--- src/rtl/grant_arbiter_fsm.sv ---
// rtl/grant_arbiter_fsm.sv - round-robin request/grant/revoke arbiter for one shared resource
// Optional ack watchdog: define GRANT_ARB_ACK_WATCHDOG_EN to enable it.
module grant_arbiter_fsm #(
  parameter int N_CHANNELS  = 4,
  parameter int MAX_HOLD    = 16,
  parameter int ACK_TIMEOUT = 8,
  parameter int IDX_W       = $clog2(N_CHANNELS)
) (
  input  logic                  i_ck,
  input  logic                  i_srst,
  input  logic [N_CHANNELS-1:0] i_req,
  input  logic [N_CHANNELS-1:0] i_done,
  input  logic [N_CHANNELS-1:0] i_revokeAck,
  output logic [N_CHANNELS-1:0] o_grant,
  output logic [N_CHANNELS-1:0] o_revoke,
  output logic [IDX_W-1:0]      o_grantIdx,
  output logic [1:0]            o_state,
  output logic                  o_timeout,
  output logic                  o_ackErr
);

  typedef enum logic [1:0] {
    ST_IDLE   = 2'd0,
    ST_REQ    = 2'd1,
    ST_GRANT  = 2'd2,
    ST_REVOKE = 2'd3
  } state_t;

  // Hold counter is sized to reach MAX_HOLD; a disabled limit still needs one bit.
  localparam int HOLD_W = (MAX_HOLD > 0) ? $clog2(MAX_HOLD + 1) : 1;
  localparam logic [HOLD_W-1:0] HOLD_LAST = HOLD_W'((MAX_HOLD > 0) ? (MAX_HOLD - 1) : 0);
  localparam logic [N_CHANNELS-1:0] ONE_HOT0 = N_CHANNELS'(1);
  localparam logic [IDX_W-1:0] PTR_RESET = IDX_W'(N_CHANNELS - 1);

  state_t                  state;
  logic [IDX_W-1:0]        rr_ptr;
  logic [HOLD_W-1:0]       hold_cnt;

  logic [2*N_CHANNELS-1:0] req_dbl;
  logic [N_CHANNELS-1:0]   req_rot;
  logic                    win_found;
  int                      win_off;
  int                      win_sum;
  logic [IDX_W-1:0]        win_idx;

  logic                    grantee_done;
  logic                    grantee_gone;
  logic                    grantee_ack;
  logic                    hold_limit;

`ifdef GRANT_ARB_ACK_WATCHDOG_EN
  localparam int ACK_W = (ACK_TIMEOUT > 1) ? $clog2(ACK_TIMEOUT) : 1;
  localparam logic [ACK_W-1:0] ACK_LAST = ACK_W'((ACK_TIMEOUT > 0) ? (ACK_TIMEOUT - 1) : 0);
  logic [ACK_W-1:0]        ack_cnt;
  logic                    ack_err_q;
`endif

  // Rotate requests so the channel after the pointer sits at bit 0, then take the lowest set bit.
  always_comb begin
    req_dbl   = {i_req, i_req};
    req_rot   = N_CHANNELS'(req_dbl >> (int'(rr_ptr) + 1));
    win_found = 1'b0;
    win_off   = 0;
    for (int j = N_CHANNELS - 1; j >= 0; j--) begin
      if (req_rot[j]) begin
        win_found = 1'b1;
        win_off   = j;
      end
    end
    win_sum = int'(rr_ptr) + 1 + win_off;
    if (win_sum >= N_CHANNELS) begin
      win_sum = win_sum - N_CHANNELS;
    end
    win_idx = IDX_W'(win_sum);
  end

  // Per-grantee qualifiers; inputs from other channels never reach the FSM.
  always_comb begin
    grantee_done = i_done[o_grantIdx];
    grantee_gone = ~i_req[o_grantIdx];
    grantee_ack  = i_revokeAck[o_grantIdx];
    hold_limit   = (MAX_HOLD != 0) && (hold_cnt == HOLD_LAST);
  end

  // Arbiter FSM with all outputs registered alongside the state.
  always_ff @(posedge i_ck) begin
    if (i_srst) begin
      state      <= ST_IDLE;
      rr_ptr     <= PTR_RESET;
      hold_cnt   <= '0;
      o_grantIdx <= '0;
      o_grant    <= '0;
      o_revoke   <= '0;
      o_timeout  <= 1'b0;
`ifdef GRANT_ARB_ACK_WATCHDOG_EN
      ack_cnt    <= '0;
      ack_err_q  <= 1'b0;
`endif
    end else begin
      o_timeout <= 1'b0;
`ifdef GRANT_ARB_ACK_WATCHDOG_EN
      ack_err_q <= 1'b0;
`endif
      case (state)
        ST_IDLE: begin
          if (|i_req) begin
            state <= ST_REQ;
          end
        end

        ST_REQ: begin
          if (win_found) begin
            state      <= ST_GRANT;
            o_grantIdx <= win_idx;
            rr_ptr     <= win_idx;
            hold_cnt   <= '0;
            o_grant    <= ONE_HOT0 << win_idx;
          end else begin
            state <= ST_IDLE;
          end
        end

        ST_GRANT: begin
          hold_cnt <= hold_cnt + 1'b1;
          if (grantee_done || grantee_gone || hold_limit) begin
            state     <= ST_REVOKE;
            o_grant   <= '0;
            o_revoke  <= ONE_HOT0 << o_grantIdx;
            // A normal completion in the limit cycle is not a timeout.
            o_timeout <= ~(grantee_done || grantee_gone);
`ifdef GRANT_ARB_ACK_WATCHDOG_EN
            ack_cnt   <= '0;
`endif
          end
        end

        ST_REVOKE: begin
          if (grantee_ack) begin
            state    <= ST_IDLE;
            o_revoke <= '0;
          end
`ifdef GRANT_ARB_ACK_WATCHDOG_EN
          else if (ack_cnt == ACK_LAST) begin
            state     <= ST_IDLE;
            o_revoke  <= '0;
            ack_err_q <= 1'b1;
          end else begin
            ack_cnt <= ack_cnt + 1'b1;
          end
`endif
        end

        default: begin
          state <= ST_IDLE;
        end
      endcase
    end
  end

  assign o_state = state;

`ifdef GRANT_ARB_ACK_WATCHDOG_EN
  assign o_ackErr = ack_err_q;
`else
  // Without the watchdog the ack timeout has no effect and the error flag folds to 0.
  localparam logic ACK_ERR_TIE = (ACK_TIMEOUT < 0);
  assign o_ackErr = ACK_ERR_TIE;
`endif

endmodule

--- config.mk ---
export PLATFORM = sky130hd
export DESIGN_NAME = grant_arbiter_fsm
export DESIGN_NICKNAME = d
export VERILOG_FILES = /design/src/rtl/grant_arbiter_fsm.sv
export SDC_FILE = /design/constraint.sdc
export NUM_CORES = 1
export LEC_CHECK = 0
export ABC_AREA = 1
export CAP_MARGIN = 20
export CORE_AREA = 8 8 54 74
export CTS_CLUSTER_DIAMETER = 150
export DETAILED_ROUTE_END_ITERATION = 7
export DIE_AREA = 0 0 62 82
export PLACE_DENSITY = 0.82
export SYNTH_ARGS = -nofsm -noshare
export SYNTH_HDL_FRONTEND = slang
export SYNTH_SLANG_ARGS = --single-unit
--- constraint.sdc ---
create_clock -name i_ck -period 1.6 [get_ports i_ck]
set_input_delay 0.32 -clock i_ck [delete_from_list [all_inputs] [get_ports i_ck]]
set_output_delay 0.32 -clock i_ck [all_outputs]
set_load 0.05 [all_outputs]
Word-level counts from Yosys, hierarchy flattened
Index checks and enable logic that the tools add are counted.
{"block": "word_totals", "regBits": 20, "inputBits": 14, "out_inout_bits": 14, "word_cells": 68}
{"block": "op_classes", "n_addsub": 4, "magnitude_cmp": 2, "eq_ne": 8, "shift": 3, "muxes": 28, "bitwise_logic": 4, "reduce_logical": 12}
{"cell": "$mux W32", "count": 3}
{"cell": "$add A4 B32 Y32", "count": 1}
{"cell": "$ge A32 B4 Y1 const B", "count": 1}
{"cell": "$shr A8 B32 Y4", "count": 1}
{"cell": "$mux W4", "count": 4}
{"cell": "$pmux W4 S2", "count": 2}
{"cell": "$mux W2", "count": 6}
{"cell": "$pmux W5 S2", "count": 1}
{"cell": "$reduce_and A3 Y1", "count": 3}
{"cell": "$ne A2 B2 Y1 const B", "count": 4}
{"cell": "$pmux W2 S4", "count": 1}
{"cell": "$shl A1 B2 Y4 const A", "count": 2}
{"cell": "$mux W1", "count": 7}
{"cell": "$bmux W1 S2", "count": 3}
{"cell": "$add A5 B1 Y5 const B", "count": 1}
{"cell": "$eq A5 B4 Y1 const B", "count": 1}
{"cell": "$mux W5", "count": 1}
{"cell": "$eq A2 B2 Y1 const B", "count": 2}
{"cell": "$not A1 Y1", "count": 4}
{"cell": "$reduce_and A2 Y1", "count": 2}
{"cell": "$reduce_bool A2 Y1", "count": 2}
{"cell": "$reduce_or A4 Y1", "count": 1}
{"cell": "$add A2 B1 Y3 const B", "count": 1}
{"cell": "$lt A2 B3 Y1 const B", "count": 1}
{"cell": "other kinds (5)", "count": 6}

Depth between registers and ports, before layout
{"block": "logic_depth", "word_depth": 12, "depth_mapped": 15, "depth_no_buf": 15}

Worst setup path after synthesis
OpenSTA, ideal clock, no wires.
{"block": "synth_path", "path_type": "flip-flop to flip-flop", "startpoint": "register rr_ptr[0]", "endpoint": "register rr_ptr[1]", "setup_ps": 130, "arrival_ps": 1610, "t_required_ps": 1470, "slack_ps": -140, "path_stages_with_launch": 16, "n_path_buf": 0, "synth_period_minus_slack_ps": 1740, "path_cell_list": "dfxtp_1 > inv_2 > nand2_1 > nand2_1 > nand2_1 > nand2_1 > nand2_1 > a21boi_0 > ha_1 > a21boi_1 > nor2_1 > inv_1 > nand2_2 > nand2_2 > nand2_2 > o211ai_1"}
{"block": "synth_via", "elab_chain_cells": 9, "elab_cells_between_ends": 15, "classes_between": "add/sub (3); order compare (1); shift (1); mux (9); reduce/logical (1)"}
{"element": "start, declared", "line_no": "36", "rtl": "logic [IDX_W-1:0] rr_ptr;"}
{"element": "start signal, assigned", "line_no": "115", "rtl": "rr_ptr <= win_idx;"}
{"element": "$add A2 B1 Y3 (*)", "line_no": "61, 70"}
{"element": "$shr A8 B32 Y4", "line_no": "61", "rtl": "req_rot = N_CHANNELS'(req_dbl >> (int'(rr_ptr) + 1));"}
{"element": "$mux W2", "line_no": "65", "rtl": "if (req_rot[j]) begin"}
{"element": "$mux W32 (3 in series)", "line_no": "65"}
{"element": "$add A4 B32 Y32", "line_no": "70", "rtl": "win_sum = int'(rr_ptr) + 1 + win_off;"}
{"element": "$ge A32 B4 Y1 / $sub A2 B1 Y2 (equally long branches)", "line_no": "71, 72"}
{"element": "$mux W2", "line_no": "71", "rtl": "if (win_sum >= N_CHANNELS) begin"}
Every way passes the cells marked *; elsewhere a longest branch is shown, timed or not.
A chain may end at the register's enable or synchronous reset.

Worst setup path in the final report
Same ends and word-level chain as after synthesis.

==> flow_summary.toml <==
[layout]
seq_area_um2 = 413
final_cell_area_um2 = 1880
area_delta_synth_final_pct = 53.8
num_antenna_cells = 0
drive_gt1_share_pct = 38.4
multiInputGateArea_um2 = 792
fillCellCount = 243
nets = 255

[synth]
ys_async_sr_fraction_pct = 0
synth_mux_area_share_pct = 0
ys_seq_area_share_pct = 32.8
synth_fp_nets = 202
yosys.area_share.xor_xnor_pct = 0
synth_seq_cells = 20
synth_top_family_by_area = "simple AND/OR/NAND/NOR gates"
syn_area_um2 = 1220
synth-edff-count = 0
synth_compound_area_share_pct = 12.9
synth_ff_type = "dfxtp_1"
synth_top_area_share_pct = 32.8
synthDistinctLibCells = 29
synth_common_cells = "53 x nand2_1, 24 x nand3_1, 20 x dfxtp_1, 17 x nor2_1, 13 x inv_1"
yosysTopAreaCell = "dfxtp_1"
synth_most_common_cell = "nand2_1"
avgSynthCellArea_um2 = 6.59
synth_simple_gate_area_share_pct = 41.3
syn_inst = 185
synthAdderAreaFrac_pct = 3.08
synth_area_leaders = "dfxtp_1 33%, nand2_1 16%, nand3_1 9.8%, nor2_1 5.2%, nand2_2 4.1%"
yosysWarnings = 0

[floorplan]
pin_count = 28
dieArea_um2 = 5080
die_height_um = 82
start_util_pct = 41.0
core_area_um2 = 2970
die_w_um = 62
rows = 24

[critical_path]
r2r_slack_ps = -150
critical_path_class = "register to register"
startpoint = "rr_ptr[0]"
start_kind = "register"
reg2reg_depth = 13
cp-end-kind = "register"
crit_required_ps = 1740
crit_fanout = 6
r2r_end = "rr_ptr[1]"
crit_arrival_ps = 1890
rr_startpoint = "rr_ptr[0]"

[clock_network]
max-clock-path-buffers = 2
cts_tree = "yes"
cts_sinks = 20
htreeDepth = 1
cts-buffers-inserted = 3
cts.clk_slew.worst_paths_ps = 80
clk_latency_ps = 260
clockRootBuffer = "clkbuf_8"

[job]
max_cap_violations = 0

[timing]
max_freq_mhz = 570
maxSlewViolCount = 0
setup_violations = 6
period_needed_ps = 1750
clock_skew_ps = 9.96
finalCritPeriodShare_pct = 110
rsz0062_at_grt = "yes"
fin_ws_ps = -153
hold_violations = 0
fin_hold_ws_ps = 470

[min_path]
hold_depth = 1
holdPathEnd = "hold_cnt[3]"
hold_start = "hold_cnt[3]"
hold_path_class = "register to register"

[routing]
dr.pass1.iters = 4
routedWlPerCell_um = 12.1
drt-total-wl_mm = 3.34
route.met3.wl_um = 98
vias = 1360
drt-met1-wl_mm = 1.37
ant_nets = 0
drtIter0Drc = 54
wl_met2_mm = 1.82
route.detailed.drc = 0
vias_per_cell = 4.93
top_layer_used = "met4"

[grt]
grt_util_all_layers_pct = 13.8
grt_max_degree = 13
grt_pass1_wl_mm = 5.46
antenna_found_initial = 0
grt_pass1_vias = 1245
overflow = 0

[place]
dp_hpwl_mm = 2.41
io_buffers = 26
place_congestion = 0.832
placed_area_um2 = 1660

[power]
power_density_nw_per_um2 = 1150
leakagePower_uw = 0.000913
switching_share_pct = 38.9
ir_worst_vdd_mv = 0.801
seq_power_share_pct = 29.8
comb_power_share_pct = 47.0
p_switching_uw = 841
p_int_uw = 1320
clock_power_share_pct = 23.1

[outcome]
violations = "negative setup slack"
outcome = "finished, violations left"
flip-flops by register name (all words and copies together), names as in the netlist, named ones only:
name        cells
o_grantIdx      2
o_state         1
o_grant         4
o_timeout       1
rr_ptr          2
o_revoke        4
hold_cnt        5
cell usage in the layout, fill, tap and decap left out, types with 5 or more instances in the layout:
master	instances
a21oi_1	8
nand2_1	44
inv_1	12
nand3_2	5
nand2_2	15
buf_4	36
dfxtp_1	14
nor2_1	15
nand3_1	21
clkdlybuf4s50_1	9
logic make-up (layout without fill, tap and decap cells):
kind of cell | after synthesis | in the layout
AND/OR/NAND/NOR | 112 | 112
adder cells (fa/ha/maj) | 3 | 3
buffers and inverters | 23 | 75
other | 1 | 1
AO/OA/AOI/OAI | 26 | 26
flip-flops | 20 | 20
routing by layer:
layer  global-route usage, %  up-vias
met5                       0        -
met2                    25.0       26
met4                    6.18        0
met3                    1.57        4
li1                        -      710
met1                    15.2      620
area by class of cell:
| class | count | area share [%] |
|---|---|---|
| inverter | 18 | 4.07 |
| tap | 39 | 2.60 |
| clock buffer | 3 | 2.20 |
| sequential | 20 | 22.0 |
| timing repair buffer | 53 | 25.3 |
| multi-input combinational | 142 | 42.2 |
| clock inverter | 1 | 1.60 |
through the flow:
stage / TNS [ps] / setup slack [ps] / util, % / power, µW / std cells
after floorplan: -102 / -38.9 / - / 1230 / 185
after global placement: -5840 / -572 / 56.0 / 1520 / 266
after detailed placement: -6350 / -618 / 56.0 / 1530 / 266
after CTS: -669 / -131 / 59.9 / 2070 / 274
after global routing: -1520 / -299 / 63.1 / 2290 / 276
final: -648 / -153 / 63.1 / 2160 / 276
worst max-delay path, cell delays in order (launching register included):
cell      delay, ps
dfxtp_4         380
inv_6            90
nand2_2          70
nand3_2          70
nand2_1          60
a21boi_2        170
ha_4            150
a21boi_2        150
nor2_2          130
inv_1            60
nand2_2          80
nand2_2          70
nand2_2          70
o211ai_1         80
power groups by stage:
stage	Clock, µW	Sequential, µW	Combinational (µW)
global route	532	657	1110
floorplan	0	775	451
detailed placement	0	647	887
global placement	0	647	873
CTS	508	638	928
finish	500	645	1020
worst max path at each step:
stage	to	slack, ps	depth (start not counted)
finish	rr_ptr[1]	-150	13
global placement	rr_ptr[1]	-570	13
detailed placement	rr_ptr[1]	-620	13
CTS	rr_ptr[1]	-130	15
global route	rr_ptr[1]	-300	13
floorplan	rr_ptr[1]	-40	15
timing repair:
item,in CTS,in global routing
endpoints found under the setup margin,12,13
setup buffers,4,2
hold buffers,0,0
hold endpoints to repair,0,0
pin swaps,2,7
resized for setup,7,23
(Power assumes the default switching activity.)
